<file path="config.mk">
export PLATFORM = sky130hd
export DESIGN_NAME = mem_access_unit
export DESIGN_NICKNAME = d
export VERILOG_FILES = /design/src/rtl/mem_access_unit.sv
export SDC_FILE = /design/constraint.sdc
export NUM_CORES = 1
export LEC_CHECK = 0
export CORE_ASPECT_RATIO = 0.6
export CORE_UTILIZATION = 50
export CTS_BUF_LIST = sky130_fd_sc_hd__clkbuf_4
export DETAILED_ROUTE_END_ITERATION = 8
export DONT_BUFFER_PORTS = 1
export PLACE_DENSITY = 0.68
export SLEW_MARGIN = 20
export SYNTH_ARGS = -nofsm -noshare
export SYNTH_HDL_FRONTEND = slang
export SYNTH_SLANG_ARGS = --single-unit
export TNS_END_PERCENT = 30
</file>
<file path="constraint.sdc">
create_clock -name clk -period 3.15 [get_ports clk]
set_input_delay 0.63 -clock clk [delete_from_list [all_inputs] [get_ports clk]]
set_output_delay 0.63 -clock clk [all_outputs]
set_load 0.005 [all_outputs]
</file>
<file path="src/rtl/mem_access_unit.sv">
// -----------------------------------------------------------------------------
// mem_access_unit
//
// Memory-stage load/store sequencer. It turns the EX/MEM pipeline register
// contents into one request on a simple request/grant data bus, stalls the
// front of the pipeline until the bus access completes, and returns the
// sign- or zero-extended load result.
//
// Ports
//   clk, rst          : clock (rising edge), synchronous active-high reset
//   memWrite_MEM      : store request
//   resultSrc_MEM     : 2'b01 marks a load (a store takes priority)
//   funct3_MEM        : access size / signedness (RISC-V encoding)
//   ALUResult_MEM     : byte address
//   storeOut_MEM      : store data, low-aligned
//   dmem_req/we       : registered bus request and write flag
//   dmem_addr         : word-aligned bus address
//   dmem_wstrb/wdata  : byte enables and lane-replicated write data
//   dmem_gnt          : bus accepted the request this cycle
//   dmem_rvalid/rdata : read data return
//   stall_MEM         : hold IF..MEM while an access is in flight
//   readData_MEM      : extended load result, held until the next load
//   misalign_MEM      : misaligned access flag
//
// Configuration
//   MEM_ACCESS_MISALIGN_TRAP_EN : when defined, misaligned half/word accesses
//   are flagged on misalign_MEM and suppressed. When undefined the flag is
//   tied low and the offending low address bits are simply ignored.
// -----------------------------------------------------------------------------
module mem_access_unit (
    input  logic        clk,
    input  logic        rst,
    input  logic        memWrite_MEM,
    input  logic [1:0]  resultSrc_MEM,
    input  logic [2:0]  funct3_MEM,
    input  logic [31:0] ALUResult_MEM,
    input  logic [31:0] storeOut_MEM,
    output logic        dmem_req,
    output logic        dmem_we,
    output logic [31:0] dmem_addr,
    output logic [3:0]  dmem_wstrb,
    output logic [31:0] dmem_wdata,
    input  logic        dmem_gnt,
    input  logic        dmem_rvalid,
    input  logic [31:0] dmem_rdata,
    output logic        stall_MEM,
    output logic [31:0] readData_MEM,
    output logic        misalign_MEM
);

    typedef enum logic [1:0] {
        IDLE   = 2'd0,
        REQ    = 2'd1,
        WAIT_R = 2'd2,
        DONE   = 2'd3
    } state_t;

    state_t      state_q, state_d;
    logic        req_q;
    logic        we_q;
    logic [31:0] addr_q;
    logic [3:0]  wstrb_q;
    logic [31:0] wdata_q;
    logic [2:0]  funct3_q;
    logic [1:0]  off_q;
    logic [31:0] rdata_q;

    logic        is_store;
    logic        is_load;
    logic        kind_ok;
    logic        misaligned;
    logic        launch;
    logic        capture;
    logic [1:0]  off;

    // Byte enables for a store of the given size at the given byte offset.
    function automatic logic [3:0] store_strb(input logic [2:0] f3, input logic [1:0] o);
        logic [3:0] s;
        case (f3[1:0])
            2'b00:   s = 4'b0001 << o;
            2'b01:   s = o[1] ? 4'b1100 : 4'b0011;
            default: s = 4'b1111;
        endcase
        return s;
    endfunction

    // Replicate the low byte/half across all lanes so the strobes pick it up.
    function automatic logic [31:0] store_data(input logic [2:0] f3, input logic [31:0] d);
        logic [31:0] w;
        case (f3[1:0])
            2'b00:   w = {4{d[7:0]}};
            2'b01:   w = {2{d[15:0]}};
            default: w = d;
        endcase
        return w;
    endfunction

    // Select the addressed byte/half from the returned word and extend it.
    function automatic logic [31:0] load_extract(input logic [2:0] f3, input logic [1:0] o,
                                                 input logic [31:0] w);
        logic [7:0]  b;
        logic [15:0] h;
        logic [31:0] r;
        case (o)
            2'd0:    b = w[7:0];
            2'd1:    b = w[15:8];
            2'd2:    b = w[23:16];
            default: b = w[31:24];
        endcase
        h = o[1] ? w[31:16] : w[15:0];
        case (f3)
            3'b000:  r = {{24{b[7]}}, b};
            3'b001:  r = {{16{h[15]}}, h};
            3'b100:  r = {24'd0, b};
            3'b101:  r = {16'd0, h};
            default: r = w;
        endcase
        return r;
    endfunction

    assign off      = ALUResult_MEM[1:0];
    assign is_store = memWrite_MEM;
    assign is_load  = !memWrite_MEM && (resultSrc_MEM == 2'b01);

    // Unsigned-load encodings exist only for loads; 011/110/111 are never valid.
    always_comb begin
        kind_ok = 1'b0;
        if (is_store) begin
            kind_ok = (funct3_MEM == 3'b000) || (funct3_MEM == 3'b001) || (funct3_MEM == 3'b010);
        end else if (is_load) begin
            kind_ok = (funct3_MEM == 3'b000) || (funct3_MEM == 3'b001) || (funct3_MEM == 3'b010) ||
                      (funct3_MEM == 3'b100) || (funct3_MEM == 3'b101);
        end
    end

`ifdef MEM_ACCESS_MISALIGN_TRAP_EN
    assign misaligned = kind_ok &&
                        (((funct3_MEM[1:0] == 2'b01) && off[0]) ||
                         ((funct3_MEM[1:0] == 2'b10) && (off != 2'b00)));
`else
    assign misaligned = 1'b0;
`endif

    assign misalign_MEM = (state_q == IDLE) && misaligned;

    always_comb begin
        state_d   = state_q;
        stall_MEM = 1'b0;
        launch    = 1'b0;
        capture   = 1'b0;
        case (state_q)
            IDLE: begin
                if (kind_ok && !misaligned) begin
                    stall_MEM = 1'b1;
                    launch    = 1'b1;
                    state_d   = REQ;
                end
            end
            REQ: begin
                stall_MEM = 1'b1;
                if (dmem_gnt) begin
                    state_d = we_q ? DONE : WAIT_R;
                end
            end
            WAIT_R: begin
                stall_MEM = 1'b1;
                if (dmem_rvalid) begin
                    capture = 1'b1;
                    state_d = DONE;
                end
            end
            DONE: begin
                state_d = IDLE;
            end
            default: begin
                state_d = IDLE;
            end
        endcase
    end

    always_ff @(posedge clk) begin
        if (rst) begin
            state_q <= IDLE;
            req_q   <= 1'b0;
            we_q    <= 1'b0;
            rdata_q <= 32'd0;
        end else begin
            state_q <= state_d;
            // Request is high exactly while the FSM sits in REQ.
            req_q   <= (state_d == REQ);
            if (launch) begin
                we_q <= is_store;
            end
            if (capture) begin
                rdata_q <= load_extract(funct3_q, off_q, dmem_rdata);
            end
        end
    end

    // Bus payload is latched at launch so it stays stable through REQ.
    always_ff @(posedge clk) begin
        if (launch) begin
            addr_q   <= {ALUResult_MEM[31:2], 2'b00};
            wstrb_q  <= is_store ? store_strb(funct3_MEM, off) : 4'b0000;
            wdata_q  <= store_data(funct3_MEM, storeOut_MEM);
            funct3_q <= funct3_MEM;
            off_q    <= off;
        end
    end

    assign dmem_req     = req_q;
    assign dmem_we      = we_q;
    assign dmem_addr    = addr_q;
    assign dmem_wstrb   = wstrb_q;
    assign dmem_wdata   = wdata_q;
    assign readData_MEM = rdata_q;

endmodule

</file>
== Word level (Yosys, flattened, before mapping) ==
Cells that the tools add are included.

* Eq/ne operators: 15
* Shifts and indexed selects: 1
* Multiplexer cells: 18
* Reduce and logical (&&, ||, !) cells: 12

{| class="wikitable"
|+ Operators by type and width
! cell !! number
|-
| $pmux 32 s4 || 1
|-
| $pmux 32 s2 || 1
|-
| $pmux 8 s3 || 1
|-
| $mux 16 || 1
|-
| $eq 3x3->1 const B || 4
|-
| $eq 2x1->1 const B || 5
|-
| $pmux 2 s4 || 1
|-
| $pmux 4 s2 || 1
|-
| $mux 1 || 7
|-
| $eq 2x2->1 const B || 3
|-
| $eq 3x1->1 const B || 2
|-
| $logic_not 2->1 || 3
|-
| $logic_not 3->1 || 2
|-
| $mux 2 || 3
|-
| $logic_or 1x1->1 || 4
|-
| $mux 4 || 1
|-
| $shl 1x2->4 const A || 1
|-
| $eq 3x2->1 const B || 1
|-
| $pmux 1 s2 || 1
|-
| $reduce_or 2->1 || 1
|-
| $logic_and 1x1->1 || 1
|-
| $logic_not 1->1 || 1
|}

* Bits in registers: 107
* Input port bits: 106

== Depth between registers and ports, before layout ==
* Depth in word-level cells: 10
* Mapped depth: 8

== Worst setup path after synthesis ==
Ideal clock, no wire load.

* Path type: input port to flip-flop
* Start: input memWrite_MEM
* End: register addr_q[10], in the netlist dmem_addr[10] (enable)
* Data arrival time: 2.715 ns
* Path slack: -0.002 ns
* Stages on the path: 3
* Path buffers: 0
* Path through: nor3b_1 o21a_1 and2_1

* Cells in the longest elaborated chain, start to end: 6

{| class="wikitable"
|+ Ends and longest elaborated chain
! element !! line !! text
|-
| start: declaration || 33 || <nowiki>input logic memWrite_MEM,</nowiki>
|-
| $logic_not 1->1 || 123 || <nowiki>assign is_load = !memWrite_MEM && (resultSrc_MEM == 2'b01);</nowiki>
|-
| $logic_and 1x1->1 || 123 ||
|-
| $mux 1 || 130 || <nowiki>end else if (is_load) begin</nowiki>
|-
| $mux 1 (*) || 128 || <nowiki>if (is_store) begin</nowiki>
|-
| $mux 1 (*) || 153 || <nowiki>if (kind_ok && !misaligned) begin</nowiki>
|-
| $mux 1 (*) || 151 || <nowiki>case (state_q)</nowiki>
|-
| net launch || 72 || <nowiki>logic launch;</nowiki>
|-
| end signal: assignment || 203 || <nowiki>addr_q <= {ALUResult_MEM[31:2], 2'b00};</nowiki>
|-
| end: declaration || 61 || <nowiki>logic [31:0] addr_q;</nowiki>
|}

Mark *: on every way through the listed nets, which the timed path passes. The rest lies on a longest branch.
A chain may end at the register's enable or synchronous reset.

== Final worst setup path ==
* Start: register off_q[1]
* End: register rdata_q[30], in the netlist readData_MEM[30]

* Cells in the longest elaborated chain, start to end: 3
* Elaborated cells between the ends (all ways): 6
* Classes of those cells: 2 x eq/ne; 3 x mux; 1 x reduce/logical

{| class="wikitable"
|+ Ends and longest elaborated chain
! element !! line !! text
|-
| start: declaration || 65 || <nowiki>logic [1:0] off_q;</nowiki>
|-
| start signal: assignment || 207 || <nowiki>off_q <= off;</nowiki>
|-
| $eq 2x2->1, or another cell as far along || 104 || <nowiki>case (o)</nowiki>
|-
| $pmux 8 s3 || 104 ||
|-
| $pmux 32 s4 (*) || 111 || <nowiki>case (f3)</nowiki>
|-
| end signal: assignment || 195 || <nowiki>rdata_q <= load_extract(funct3_q, off_q, dmem_rdata);</nowiki>
|-
| end: declaration || 66 || <nowiki>logic [31:0] rdata_q;</nowiki>
|}

Mark *: on every way between the ends. The rest lies on a longest branch, timed or not.

==> flow_summary_export.csv <==
group,metric,value,unit
place,place.gp.congestion,0.893,
floorplanning,initial_utilization,52.6,%
yosys,synth-simple-area-share,9.77,%
clocking,cts_tree,"done",
place,hpwl,7440,um
route,drc,14,
yosys,synth_top_flop_cell,"edfxtp_1",
critical_path,endpoint,"readData_MEM[30]",
clocking,clk-insertion-delay-late,0.44,ns
layout,mostFrequentLayoutCell,"edfxtp_1",
layout,syn2layout_area_growth,4.38,%
pwr,p_per_area,540,mW/mm^2
clocking,cts_buffers,9,
critical_path,cp_slowest_cell,"edfxtp_1",
timing,relSlewSlack,41.4,%
global_routing,grt_pass1_wl,15500,um
timing,finClkSkew,0.0150,ns
yosys,synth_top_family_by_area,"compound AO/OA/AOI/OAI gates",
pwr,pwr-share-comb,8.7,%
clocking,hold_buffers,0,
critical_path,reg2reg_depth,4,
route,firstDrtPassIters,8,
yosys,synth_xor_area_share,0,%
critical_path,critical_path_class,"reg -> reg",
critical_path,crit_arrival,2.56,ns
layout,seqCellArea,0.00285,sq mm
layout,nets,462,
critical_path,ff2ff_setup_slack,0.90,ns
layout,antenna_cells,0,
yosys,synth_area,0.00457,sq mm
route,vias_per_cell,6.00,
yosys,synth_mux_area_share,10.0,%
floorplanning,die-height,76.1,um
pwr,leakage,0.00157,uW
timing,min_period,2.25,ns
global_routing,overflow,0,
global_routing,gr-usage-all-layers,21.6,%
route,vias,2807,
timing,fmax,0.444,GHz
floorplanning,chipWidth,125,um
place,io_buffers,0,
critical_path,crit_chain,"or2_4 -> o22ai_4 -> o31ai_4 -> a211oi_1",
status,outcome,"finished, violations left",
timing,hold_violations,0,
layout,fill_cells,759,
critical_path,reg2reg_from,"off_q[1]",
pwr,power,2580,uW
yosys,synth.distinct_cells,42,
pwr,p_sw,635,uW
global_routing,grt_max_degree,38,
pwr,p_int,1940,uW
job,drv_cap,0,
yosys,yosys_warnings,0,
yosys,async_flop_share,0,%
timing,holdWs,0.230,ns
route,wl_per_cell,21.8,um
status,violations,"DRC",
yosys,seq_area_frac_synth,62.4,%
pwr,sw_frac_of_total,24.6,%
yosys,synth_edf_count,71,
layout,multi_input_area,0.00158,sq mm
global_routing,antenna_found_initial,0,
clocking,post_cts_buffers,0,
clocking,clkTransAtPathRegs,0.17,ns
clocking,clk_path_buf_depth,2,
clocking,cts.repair.resized,0,
critical_path,worstReg2RegEnd,"readData_MEM[30]",
timing,setup_viol,0,
critical_path,critPathLaunchType,"flop",
pwr,ir_drop,0.280,mV
timing,finalSetupTns,0,ns
critical_path,cpPeakStageDelay,0.83,ns
layout,drive_above_1_share,18.8,%
layout,final_cell_mix,"edfxtp_1, dfxtp_1, nand2_1",
critical_path,path_max_fanout,19,
floorplanning,num_rows,26,
critical_path,crit_path_start,"off_q[1]",
pwr,pwr-share-clk,27.1,%
route,drtIter0Drc,229,
timing,rsz0062_at_grt,"no",
critical_path,critPathRequiredTime,3.46,ns
route,drt_wl_total,10200,um
route,ant_nets,0,
min_path,hp-class,"in -> reg",
floorplanning,dieArea,0.00954,sq mm
yosys,ys_ff_latch,107,
clocking,cts.sink_count,107,
floorplanning,coreArea,0.00869,sq mm
clocking,cts_root_buffer,"clkbuf_4",
timing,maxSlewViolCount,0,
yosys,syn_inst,359,
floorplanning,ios,210,
critical_path,crit_path_end_kind,"flop",
timing,tightest_slew,0.880,ns
yosys,synth.avg_cell_area,12.7,sq um
clocking,h-tree-depth,3,
global_routing,grt_pass1_vias,2695,
yosys,synth_adder_area_share,1.37,%
timing,fin_crit_sh,71.4,%
yosys,synth-compound-area-share,13.1,%
pwr,seqPwrFrac,64.2,%
Yosys cell counts, drive strengths merged, types with 2 or more instances:
cell type   n  area (sq um)
ha          5          62.6
a21oi       7          38.8
a21boi      7          52.6
a221oi      2          17.5
clkbuf      9          35.0
o22ai       8          63.8
nand3       2          10.0
inv         6          22.5
nor2b       5          31.3
a211oi     26           250
edfxtp     71          2130
o21ai      18          90.1
mux2i      12           120
nor2       23          88.8
nand2b     11          68.8
dfxtp      36           721
nand2      34           128
and2        2          12.5
buf        15          91.3
nor3       17          85.1
mux2       30           338
o21a        3          22.5
registers in the layout, summed over array words and instances, names as in the netlist:
register / flops
funct3_q: 3
state_q: 2
dmem_wdata: 32
dmem_we: 1
off_q: 2
dmem_req: 1
readData_MEM: 32
dmem_addr: 30
dmem_wstrb: 4
layer usage:
metal / GRT usage (%) / routed length (um) / up-vias
li1: - / - / 1306
met1: 27.9 / 4450 / 1325
met2: 32.0 / 4480 / 168
met3: 10.9 / 1150 / 8
met4: 5.85 / 109 / 0
met5: 0 / 0 / -
worst min-delay path by stage:
stage | slack [ns] | end | start | depth (start not counted)
6_report | 0.23 | dmem_we | rst | 1
2_1_floorplan | 0.49 | readData_MEM[30] | readData_MEM[30] | 2
5_1_grt | 0.18 | state_q[0] | rst | 1
3_3_place_gp | 0.50 | readData_MEM[30] | readData_MEM[30] | 2
4_1_cts | 0.20 | state_q[1] | rst | 1
3_5_place_dp | 0.50 | readData_MEM[30] | readData_MEM[30] | 2
area by class of cell:
class | count | share of cell area [%]
well taps | 112 | 2.94
inverters | 6 | 0.472
clock buffers | 9 | 1.42
repair buffers | 3 | 0.734
clock inverters | 7 | 1.55
flip-flops and latches | 107 | 59.8
multi-input cells | 224 | 33.1
stage by stage:
stage / area (sq um) / setup WS, ns / util (%) / cells
floorplan: 4580 / 0.777 / - / 361
global placement: 4630 / 0.953 / 53.3 / 452
detailed placement: 4630 / 0.915 / 53.3 / 452
CTS: 4770 / 0.910 / 54.9 / 468
global route: 4770 / 0.768 / 54.9 / 468
finish: 4770 / 0.899 / 54.9 / 468
power groups by stage:
stage / clock, uW / sequential, uW / combinational [uW]
6_report: 699 / 1660 / 225
3_3_place_gp: 0 / 1690 / 219
4_1_cts: 721 / 1660 / 225
5_1_grt: 763 / 1660 / 251
2_1_floorplan: 0 / 1660 / 209
3_5_place_dp: 0 / 1690 / 224
critical path: cells and delay by family (launching register included):
kind             cells  cell delay (ns)
flip-flops           1             0.83
AO/OA/AOI/OAI        3             1.04
AND/OR/NAND/NOR      1             0.25
cell families after synthesis:
group | count (synthesis)
compound gates | 77
fa+ha+maj | 5
buf+inv | 30
flops | 107
mux | 42
other cells | 1
simple gates | 97
Power figures use the tool's default switching activity.
